===== src/rtl/score_pkg.sv =====
// score_pkg: shared types, widths and the double-dabble digit adjust for the score path
package score_pkg;
    localparam int BCD_DIGITS = 3;
    localparam int BCD_W      = 12;
    localparam int SCORE_W    = 8;
    localparam int DD_ITERS   = 8;

    typedef enum logic [1:0] {IDLE, SHIFT, COMMIT} state_t;

    function automatic logic [BCD_W-1:0] dd_adjust(input logic [BCD_W-1:0] b);
        logic [BCD_W-1:0] r;
        r = b;
        for (int i = 0; i < BCD_DIGITS; i++)
            if (r[4*i +: 4] >= 4'd5) r[4*i +: 4] = r[4*i +: 4] + 4'd3;
        return r;
    endfunction
endpackage


===== src/rtl/score_bin2bcd_seq.sv =====
// bin2bcd_seq: one-bit-per-cycle double-dabble converter; bcd only changes on commit
module bin2bcd_seq
    import score_pkg::*;
(
    input  logic               i_clk,
    input  logic               i_rst_n,
    input  logic               start,
    input  logic [SCORE_W-1:0] bin,
    output logic               busy,
    output logic               done,
    output logic [BCD_W-1:0]   bcd
);
    localparam logic [2:0] LAST = 3'(DD_ITERS - 1);

    state_t                     state, state_n;
    logic [BCD_W+SCORE_W-1:0]   sr, sr_n;
    logic [2:0]                 cnt, cnt_n;
    logic [BCD_W-1:0]           bcd_n;

    always_ff @(posedge i_clk) begin
        if (!i_rst_n) begin
            state <= IDLE;
            sr    <= '0;
            cnt   <= '0;
            bcd   <= '0;
        end else begin
            state <= state_n;
            sr    <= sr_n;
            cnt   <= cnt_n;
            bcd   <= bcd_n;
        end
    end

    // start preempts any state, so a restart abandons the conversion in flight
    always_comb begin
        state_n = state;
        sr_n    = sr;
        cnt_n   = cnt;
        bcd_n   = bcd;
        if (start) begin
            state_n = SHIFT;
            sr_n    = {{BCD_W{1'b0}}, bin};
            cnt_n   = '0;
        end else if (state == SHIFT) begin
            sr_n    = {dd_adjust(sr[BCD_W+SCORE_W-1:SCORE_W]), sr[SCORE_W-1:0]} << 1;
            cnt_n   = cnt + 3'd1;
            state_n = (cnt == LAST) ? COMMIT : SHIFT;
        end else if (state == COMMIT) begin
            bcd_n   = sr[BCD_W+SCORE_W-1:SCORE_W];
            state_n = IDLE;
        end
    end

    assign busy = state != IDLE;
    assign done = state == COMMIT;
endmodule


===== src/rtl/score_ctrl.sv =====
// score_ctrl: frame-paced score counter with high score and BCD conversion in vblank
module score_ctrl
    import score_pkg::*;
#(
    parameter int MOVE_FRAMES = 4,
    parameter int SCORE_MAX   = 255
) (
    input  logic               i_clk,
    input  logic               i_rst_n,
    input  logic               i_frame_start,
    input  logic               i_move,
    input  logic               i_game_over,
    input  logic               i_restart,
    output logic [SCORE_W-1:0] o_score,
    output logic [SCORE_W-1:0] o_high_score,
    output logic [BCD_W-1:0]   o_bcd,
    output logic               o_busy
);
    localparam int                 CW   = $clog2(MOVE_FRAMES + 1);
    localparam logic [CW-1:0]      LAST = CW'(MOVE_FRAMES - 1);
    localparam logic [SCORE_W-1:0] SMAX = SCORE_W'(SCORE_MAX);

    logic [CW-1:0]      cnt, cnt_n;
    logic [SCORE_W-1:0] score_n;
    logic               frame_go, start, done;

    assign frame_go = i_frame_start & ~o_busy;
    assign start    = i_restart | frame_go;

    always_comb begin
        cnt_n   = cnt;
        score_n = o_score;
        if (i_restart) begin
            cnt_n   = '0;
            score_n = '0;
        end else if (frame_go && !i_game_over) begin
            if (!i_move) cnt_n = '0;
            else if (cnt == LAST) begin
                cnt_n   = '0;
                score_n = (o_score >= SMAX) ? SMAX : o_score + SCORE_W'(1);
            end else cnt_n = cnt + CW'(1);
        end
    end

    always_ff @(posedge i_clk) begin
        if (!i_rst_n) begin
            cnt          <= '0;
            o_score      <= '0;
            o_high_score <= '0;
        end else begin
            cnt     <= cnt_n;
            o_score <= score_n;
            if (done && !i_restart && o_score > o_high_score) o_high_score <= o_score;
        end
    end

    // the converter loads the post-update score so conversion starts on the same edge
    bin2bcd_seq u_dd (
        .i_clk   (i_clk),
        .i_rst_n (i_rst_n),
        .start   (start),
        .bin     (score_n),
        .busy    (o_busy),
        .done    (done),
        .bcd     (o_bcd)
    );
endmodule


===== config.mk =====
export PLATFORM = sky130hd
export DESIGN_NAME = score_ctrl
export DESIGN_NICKNAME = d
export VERILOG_FILES = /design/src/rtl/score_pkg.sv /design/src/rtl/score_bin2bcd_seq.sv /design/src/rtl/score_ctrl.sv
export SDC_FILE = /design/constraint.sdc
export NUM_CORES = 1
export LEC_CHECK = 0
export CAP_MARGIN = 20
export CORE_MARGIN = 2
export CORE_UTILIZATION = 55
export CTS_CLUSTER_SIZE = 12
export DETAILED_ROUTE_END_ITERATION = 10
export PLACE_DENSITY = 0.78
export RECOVER_POWER = 50
export SLEW_MARGIN = 30
export SYNTH_ARGS = -nofsm -noshare
export SYNTH_HDL_FRONTEND = slang
export SYNTH_SLANG_ARGS = --single-unit

===== constraint.sdc =====
create_clock -name i_clk -period 2.8 [get_ports i_clk]
set_input_delay 0.42 -clock i_clk [delete_from_list [all_inputs] [get_ports i_clk]]
set_output_delay 0.42 -clock i_clk [all_outputs]
set_load 0.02 [all_outputs]

==> metrics.md, run 1 <==
| Metric | Value |
|---|---|
| Syn-to-layout area delta | 17.55% |
| Commonest non-fill, non-tap cell in the layout | dfxtp_1 |
| Number of max-cap violations | 0 |
| Share of layout cells above drive strength 1 | 0.06593 |
| Final Util | 0.6648 |
| Sw Share | 0.2533 |
| IO Count | 35 |
| Vias in the first global route | 2214 |
| Slew HR | 0.5983 |
| Die area | 5777 µm² |
| Num CTS Buffers | 5 |
| Most common cell on crit path | inv_1 |
| Most frequent cells in the layout | dfxtp_1 (56), nand2_1 (48), dlygate4sd3_1 (26) |
| Ys async rst share | 0 |
| LEAKAGE | 1.281 nW |
| Peak VDD IR | 0.2485 mV |
| Fin. max-slew vios | 0 |
| Synth Area in Simple Gates | 0.2093 |
| Power Internal | 1.019 mW |
| Placed Cells | 426 |
| Comb power frac | 0.067 |
| Nets | 390 |
| GRT Residual Overflow | 0 |
| Initial DRT Pass Iterations | 4 |
| Largest net degree at the start of global routing | 34 |
| #FFs+latches synth | 56 |
| Mux share of post-synthesis cell area | 0.08864 |
| Number of port buffers | 34 |
| Antenna violations before repair | 0 |
| Hold buffers post-CTS | 0 |
| CP endpoint kind | output port |
| CP startpoint kind | register |
| FF-to-FF setup slack | 0.77 ns |
| Max Clk Rate | 0.4845 GHz |
| DRT Wirelength | 5.679 mm |
| Fin cells | 434 |
| Hold/Removal Path Class | register to register |
| Clock tree root buffer cell | clkbuf_8 |
| Cell Chain, Critical Path | inv_1 -> ha_1 -> inv_1 -> clkdlybuf4s50_1 |
| Clk_skew | 0.01003 ns |
| Gate Count Post-Synth | 329 |
| Iter 0 DRT Violations | 107 |
| Clk sink count | 56 |
| First-pass GRT wire length | 9.894 mm |
| Die Y | 76.01 µm |
| CTS resizes | 0 |
| Clock Power Share | 0.345 |
| Synthesis Warnings | 0 |
| Outcome | finished, final reports clean |
| RSZ-0062 raised after global routing | false |
| Fin crit share | 0.7371 |
| Drt wl/cell | 13.09 µm |
| Drt drc | 0 |
| Row count | 26 |
| Register area | 1121 µm² |
| Kind of critical path | register to output port |
| Xor-xnor portion of the synthesized cell area | 0.01843 |
| CP Data Required Time | 2.38 ns |
| Count of cell types in the netlist | 43 |
| Synthesized area per cell | 8.667 µm² |
| Largest family of logic cells by synthesized area | simple AND/OR/NAND/NOR gates |
| Worst slew pin tran | 0.6026 ns |
| Top_reg_cell synth | dfxtp_1 |
| CP max stage cell | clkdlybuf4s50_1 |
| Clock-pin slew on the worst setup and hold paths | 0.11 ns |
| Synth top area cells | dfxtp_1 (39%), ha_1 (9.2%), mux2i_1 (8.1%) |
| P_sw | 0.3457 mW |
| Htree depth | 2 |
| Initial Util | 0.5655 |
| Mapped cell area | 2851 µm² |
| # setup viols final | 0 |
| Vias/cell | 5.399 |
| Routability cong. | 0.8538 |
| Compound-Gate Fraction of Synth Area | 0.1487 |
| Tot GR Track Use | 0.2061 |
| HPWL Detailed | 4.144 mm |
| CP arrival | 1.64 ns |
| Min cycle time layout | 2.064 ns |
| Post CTS Setup Buffer Count | 0 |
| Pwr Density | 407.2 nW/µm² |
| CP Max Fanout | 3 |
| Post-synthesis sequential area ratio | 0.3932 |
| Adder-cell share of the synthesized area | 0.09215 |
| Share of total power in sequential cells | 0.588 |
| Post-DRT Antenna Nets | 0 |
| Setup TNS | 0 ns |
| Syn Nets | 356 |
| Max clock buf depth | 2 |
| Hold Violations, Final | 0 |
| Power Total | 1.365 mW |
| Core ar. | 5042 µm² |
| Fillers | 432 |
| Multi-input gate area | 1575 µm² |
| Post-synth EDFFs | 0 |
| CTS tree | yes |
| Via count | 2343 |
| Diodes inserted | 0 |
| Clock Latency Late Sink | 0.32 ns |
| Area share of the largest cell type after synthesis | 0.3932 |
| Post-synth top area cell | dfxtp_1 |
| Crit path largest cell delay | 0.59 ns |
| Die Width | 76.01 µm |
per-layer routing:
metal / wire length (µm) / track usage / vias to the layer above
met1: 2809 / 0.2715 / 1094
met4: 48 / 0.05273 / 0
met2: 2638 / 0.3491 / 38
met5: 0 / 0 / -
met3: 182 / 0.04028 / 4
li1: - / - / 1207
Yosys cell counts (3+ instances only):
cell / number
nor2_1: 22
nand4_1: 3
ha_1: 21
buf_2: 8
nand2b_1: 8
mux2i_1: 23
a21oi_1: 14
o21ai_0: 17
a21boi_0: 11
nand3_1: 24
xnor2_1: 6
clkbuf_1: 6
nor3_1: 3
nand2_1: 48
o211ai_1: 3
and2_1: 3
nor2b_1: 3
dfxtp_1: 56
inv_1: 19
flip-flops by register name, summed over array words and instances, names as in the netlist:
register      count
u_dd.bcd         12
u_dd.cnt          3
o_score           8
cnt               3
o_high_score      8
u_dd.state        2
u_dd.sr          20
power groups by stage:
| stage | clock (mW) | combinational [mW] | sequential (mW) |
|---|---|---|---|
| 2_1_floorplan | 0 | 0.0647 | 0.820 |
| 3_3_place_gp | 0 | 0.0913 | 0.821 |
| 3_5_place_dp | 0 | 0.0925 | 0.821 |
| 4_1_cts | 0.480 | 0.0931 | 0.803 |
| 5_1_grt | 0.513 | 0.102 | 0.804 |
| 6_report | 0.470 | 0.0920 | 0.803 |
final cells by class:
| class | count | area share |
|---|---|---|
| clock inverters | 3 | 0.008212 |
| inverters | 19 | 0.02128 |
| flip-flops and latches | 56 | 0.3345 |
| well taps | 70 | 0.02613 |
| repair buffers | 42 | 0.1194 |
| clock buffers | 5 | 0.02053 |
| multi-input cells | 239 | 0.4700 |
worst max-delay path, delay by kind of cell, from the launching register on:
family | cells | cell delay [ns]
adder cells (fa/ha/maj) | 1 | 0.22
flip-flops | 1 | 0.38
buffers and inverters | 3 | 0.73
through the flow:
step,hold slack (ns),setup WS (ns),instance area [µm²]
after floorplan,0.4449,1.028,2851
after global placement,0.4429,0.5670,3269
after detailed placement,0.4579,0.5260,3269
after CTS,0.4738,0.7174,3366
after global routing,0.4861,0.5753,3352
final,0.4650,0.7361,3352
final timing paths:
kind	depth (start not counted)	to	startpoint
min	2	u_dd.bcd[4]	u_dd.bcd[4]
max reg2reg	7	u_dd.sr[7]	u_dd.state[0]
max	4	o_busy	u_dd.state[0]
min reg2reg	2	u_dd.bcd[4]	u_dd.bcd[4]
kinds of logic after synthesis:
kind of cell	after synthesis
and+or+nand+nor	123
AOI/OAI and AO/OA	64
DFF	56
buffers and inverters	34
muxes	25
adders and majority gates	21
xor gates and xnor gates	6
(Power assumes the default switching activity.)
==> inputs of run 2 (changes only) <==
- clock period: 2.8 -> 2.1 ns (I/O delays scaled with it)
==> metrics.md, run 2 (same netlist as run 1, synthesis figures left out) <==
| Metric | Value |
|---|---|
| Outcome | finished, final reports clean |
| Initial Util | 0.5655 |
| Number of max-cap violations | 0 |
| Clock-pin slew on the worst setup and hold paths | 0.10 ns |
| Syn-to-layout area delta | 20.75% |
| DRT Wirelength | 5.923 mm |
| Power Internal | 1.388 mW |
| HPWL Detailed | 4.475 mm |
| CTS resizes | 0 |
| FF-to-FF Start | o_score[0] |
| GRT Residual Overflow | 0 |
| Commonest non-fill, non-tap cell in the layout | dfxtp_1 |
| CP Data Required Time | 1.78 ns |
| Clock Power Share | 0.342 |
| Register area | 1121 µm² |
| Clk_skew | 0.004938 ns |
| Power Total | 1.822 mW |
| Setup TNS | 0 ns |
| Comb power frac | 0.071 |
| Min cycle time layout | 1.971 ns |
| LEAKAGE | 1.329 nW |
| Drt drc | 0 |
| Worst slew pin tran | 0.4055 ns |
| Slew HR | 0.7290 |
| Hold/Removal Path Class | register to register |
| Pwr Density | 529.3 nW/µm² |
| IO Count | 35 |
| Sw Share | 0.2384 |
| Clk sink count | 56 |
| Most frequent cells in the layout | dfxtp_1 (56), nand2_1 (48), nand3_1 (24) |
| Multi-input gate area | 1579 µm² |
| Most flop-heavy register | u_dd.sr |
| Initial DRT Pass Iterations | 4 |
| Drt wl/cell | 13.28 µm |
| CP endpoint kind | output port |
| Number of port buffers | 34 |
| Fillers | 438 |
| CTS tree | yes |
| Share of layout cells above drive strength 1 | 0.09840 |
| Clock tree root buffer cell | clkbuf_8 |
| Max Clk Rate | 0.5074 GHz |
| First-pass GRT wire length | 10.63 mm |
| Largest regs | u_dd.sr (20), u_dd.bcd (12) |
| Row count | 26 |
| Hold Violations, Final | 0 |
| Kind of critical path | register to output port |
| Vias in the first global route | 2227 |
| Core ar. | 5042 µm² |
| Diodes inserted | 0 |
| Die Y | 76.01 µm |
| Share of total power in sequential cells | 0.587 |
| Max clock buf depth | 2 |
| Clock Latency Late Sink | 0.31 ns |
| Hold buffers post-CTS | 0 |
| CP startpoint kind | register |
| Tot GR Track Use | 0.2216 |
| Max FFs per register | 20 |
| Htree depth | 2 |
| Die Width | 76.01 µm |
| P_sw | 0.4346 mW |
| CP Max Fanout | 3 |
| Routability cong. | 0.9515 |
| Vias/cell | 5.442 |
| # setup viols final | 0 |
| Iter 0 DRT Violations | 184 |
| Post CTS Setup Buffer Count | 0 |
| Die area | 5777 µm² |
| Antenna violations before repair | 0 |
| Nets | 402 |
| Largest net degree at the start of global routing | 29 |
| Hold path startpoint | u_dd.bcd[10] |
| Post-DRT Antenna Nets | 0 |
| Peak VDD IR | 0.4294 mV |
| Final Util | 0.6829 |
| CP arrival | 1.66 ns |
| Via count | 2427 |
| CP startpoint | u_dd.state[0] |
| Fin crit share | 0.9385 |
| RSZ-0062 raised after global routing | false |
| Fin. max-slew vios | 0 |
| Num CTS Buffers | 5 |
## run 2: layout make-up
type / count / share of cell area
Multi-Input combinational cell: 239 / 0.4586
Sequential cell: 56 / 0.3256
Timing Repair Buffer: 54 / 0.1417
Tap cell: 70 / 0.02544
Clock buffer: 6 / 0.02398
Inverter: 19 / 0.02071
Clock inverter: 2 / 0.003997
## run 2: worst paths after layout
kind	cells past startpoint	slack [ns]	endpoint
worst max register to register	6	0.28	u_dd.sr[3]
worst min register to register	2	0.47	u_dd.bcd[10]
worst max-delay path	4	0.13	o_busy
worst min-delay path	2	0.47	u_dd.bcd[10]
## run 2: per-layer routing
| layer | part of all wire | track usage | routed length [µm] | vias to the layer above |
|---|---|---|---|---|
| li1 | - | - | - | 1228 |
| met1 | 0.50 | 0.3235 | 2967 | 1138 |
| met2 | 0.45 | 0.3464 | 2692 | 57 |
| met3 | 0.037 | 0.03436 | 221 | 4 |
| met4 | 0.0071 | 0.05455 | 42 | 0 |
| met5 | 0 | 0 | 0 | - |
## run 2: power by group through the flow
stage               registers (mW)  logic [mW]  clock network [mW]
global route                  1.07       0.142               0.679
finish                        1.07       0.130               0.623
CTS                           1.07       0.130               0.642
detailed placement            1.09       0.129                   0
global placement              1.09       0.127                   0
floorplan                     1.09      0.0863                   0
## run 2: critical path, cell delays in order (launching register included)
cell and delay (ns):
dfxtp_1 0.37, inv_1 0.07, ha_1 0.24, inv_1 0.07, clkdlybuf4s50_1 0.60
## run 2: through the flow
| step | worst slack (ns) | cell area, µm² | hold slack [ns] | instances |
|---|---|---|---|---|
| 4_1_cts | 0.1117 | 3456 | 0.4734 | 446 |
| 3_5_place_dp | 0.1519 | 3359 | 0.4587 | 438 |
| 6_report | 0.1291 | 3443 | 0.4672 | 446 |
| 3_3_place_gp | 0.1731 | 3359 | 0.4467 | 438 |
| 2_1_floorplan | 0.3283 | 2851 | 0.4449 | 329 |
| 5_1_grt | 0.04741 | 3443 | 0.4957 | 446 |
==> inputs of run 3 (changes only) <==
- ABC_AREA: not set -> 1
- SETUP_SLACK_MARGIN: not set -> 0.02
==> metrics.md, run 3 <==
| Metric | Value |
|---|---|
| Hold WS | 0.4702 ns |
| Num CTS Buffers | 5 |
| IO Count | 35 |
| Share of layout cells above drive strength 1 | 0.1261 |
| CP startpoint | u_dd.state[0] |
| Most flop-heavy register | u_dd.sr |
| Post-synthesis sequential area ratio | 0.3747 |
| Die area | 6045 µm² |
| Worst slew pin tran | 0.4552 ns |
| Peak VDD IR | 0.3158 mV |
| Die Width | 77.75 µm |
| CTS resizes | 0 |
| Row count | 26 |
| Post-DRT Antenna Nets | 0 |
| Initial DRT Pass Iterations | 4 |
| Max clock buf depth | 2 |
| Power Internal | 1.395 mW |
| First-pass GRT wire length | 10.94 mm |
| Clock-pin slew on the worst setup and hold paths | 0.10 ns |
| LEAKAGE | 1.528 nW |
| Gate Count Post-Synth | 397 |
| P_sw | 0.4674 mW |
| Tot GR Track Use | 0.2218 |
| Clock Latency Late Sink | 0.32 ns |
| Clock Power Share | 0.340 |
| Via count | 2614 |
| Syn Nets | 424 |
| Synth top area cells | dfxtp_1 (37%), ha_1 (8.8%), nand2_1 (8.2%) |
| Initial Util | 0.5784 |
| Slew HR | 0.6958 |
| Most frequent cells in the layout | nand2_1 (66), dfxtp_1 (56), inv_1 (50) |
| Power Total | 1.862 mW |
| Number of port buffers | 34 |
| Htree depth | 2 |
| Routability cong. | 0.9302 |
| Largest net degree at the start of global routing | 27 |
| Synth cell count leaders | nand2_1 (65), dfxtp_1 (56), inv_1 (48) |
| Kind of critical path | register to output port |
| Post CTS Setup Buffer Count | 0 |
| Core ar. | 5172 µm² |
| Post-synth top area cell | dfxtp_1 |
| Area share of the largest cell type after synthesis | 0.3747 |
| CP endpoint kind | output port |
| Mapped cell area | 2992 µm² |
| Ys async rst share | 0 |
| Number of max-cap violations | 0 |
| Commonest non-fill, non-tap cell in the layout | nand2_1 |
| Synthesized area per cell | 7.536 µm² |
| Hold/Removal Path Class | register to register |
| Syn-to-layout area delta | 16.48% |
| Synthesis Warnings | 0 |
| CP Max Fanout | 4 |
| Comb power frac | 0.079 |
| Vias/cell | 5.166 |
| Pwr Density | 534.3 nW/µm² |
| Min cycle time layout | 1.975 ns |
| Max FFs per register | 20 |
| Vias in the first global route | 2414 |
| Hold buffers post-CTS | 0 |
| Share of total power in sequential cells | 0.581 |
| FF-to-FF Start | o_high_score[7] |
| Drt wl/cell | 12.27 µm |
| DRT Wirelength | 6.207 mm |
| Hold Violations, Final | 0 |
| Sw Share | 0.2510 |
| Largest regs | u_dd.sr (20), u_dd.bcd (12) |
| CP Data Required Time | 1.78 ns |
| Count of cell types in the netlist | 32 |
| Drt drc | 0 |
| Fin crit share | 0.9405 |
| Fin. max-slew vios | 0 |
| Clock tree root buffer cell | clkbuf_8 |
| Cell area after layout | 3485 µm² |
| Die Y | 77.75 µm |
| CTS tree | yes |
| Clk sink count | 56 |
| Clk_skew | 0.01607 ns |
| HPWL Detailed | 4.690 mm |
| Max Clk Rate | 0.5063 GHz |
| # setup viols final | 0 |
| CP startpoint kind | register |
| Setup TNS | 0 ns |
| Placed cell areas | 3406 µm² |
| GRT Residual Overflow | 0 |
| Outcome | finished, final reports clean |
| Most common cell in the netlist | nand2_1 |
| Nets | 462 |
| #FFs+latches synth | 56 |
| Iter 0 DRT Violations | 166 |
| FF-to-FF setup slack | 0.33 ns |
| CP arrival | 1.66 ns |
| Top_reg_cell synth | dfxtp_1 |
| Diodes inserted | 0 |
| Post-synth EDFFs | 0 |
| Antenna violations before repair | 0 |
| Hold path startpoint | cnt[2] |
| RSZ-0062 raised after global routing | false |
run 3: cell types whose count changed in the layout (fill, tap and decap cells not counted), sizes merged, moves of 12 or more:
cell,delta
a21oi,+38
inv,+35
nor2,+29
mux2i,-23
nand2,+20
o21ai,+15
a21boi,-12
buf,-12
run 3: worst max-delay path, cell delays in order (launching register included):
cell             delay, ns
dfxtp_1               0.35
inv_1                 0.07
ha_1                  0.26
inv_1                 0.07
clkdlybuf4s50_1       0.59
run 3: final cells by class:
class | count | area (µm²)
fillers | 453 | 1688
multi-input cells | 276 | 1578
repair buffers | 42 | 396.6
clock inverters | 2 | 13.76
flip-flops and latches | 56 | 1121
clock buffers | 6 | 82.58
inverters | 54 | 205.2
well taps | 70 | 87.58
run 3: through the flow:
stage / std cells / utilization / setup slack [ns]
2_1_floorplan: 397 / - / 0.4243
3_3_place_gp: 498 / 0.6584 / 0.2534
3_5_place_dp: 498 / 0.6584 / 0.2188
4_1_cts: 506 / 0.6771 / 0.1034
5_1_grt: 506 / 0.6737 / 0.05594
6_report: 506 / 0.6737 / 0.1249
run 3: power groups by stage:
stage	Combinational, mW	Sequential, mW	Clock, mW
after CTS	0.153	1.08	0.644
after global routing	0.165	1.08	0.674
after detailed placement	0.152	1.11	0
after floorplan	0.110	1.10	0
after global placement	0.149	1.11	0
final	0.147	1.08	0.633
run 3: final timing paths:
path	to	cells after the start
worst max-delay path	o_busy	4
worst min-delay path	cnt[2]	2
worst max register to register	o_high_score[1]	9
worst min register to register	cnt[2]	2
run 3: logic make-up (layout without fill, tap and decap cells):
kind of cell,Yosys count,count (layout),share of synthesized area
AOI/OAI and AO/OA,91,91,0.1711
DFF,56,56,0.3747
xor gates and xnor gates,5,5,0.01464
and+or+nand+nor,159,159,0.2585
adders and majority gates,21,21,0.08783
buffers and inverters,65,104,0.09327
run 3: metal layers:
layer,part of all wire,GRT usage,up-vias
li1,-,-,1371
met1,0.49,0.3168,1164
met2,0.44,0.3353,66
met3,0.046,0.03372,13
met4,0.020,0.08750,0
met5,0,0,-
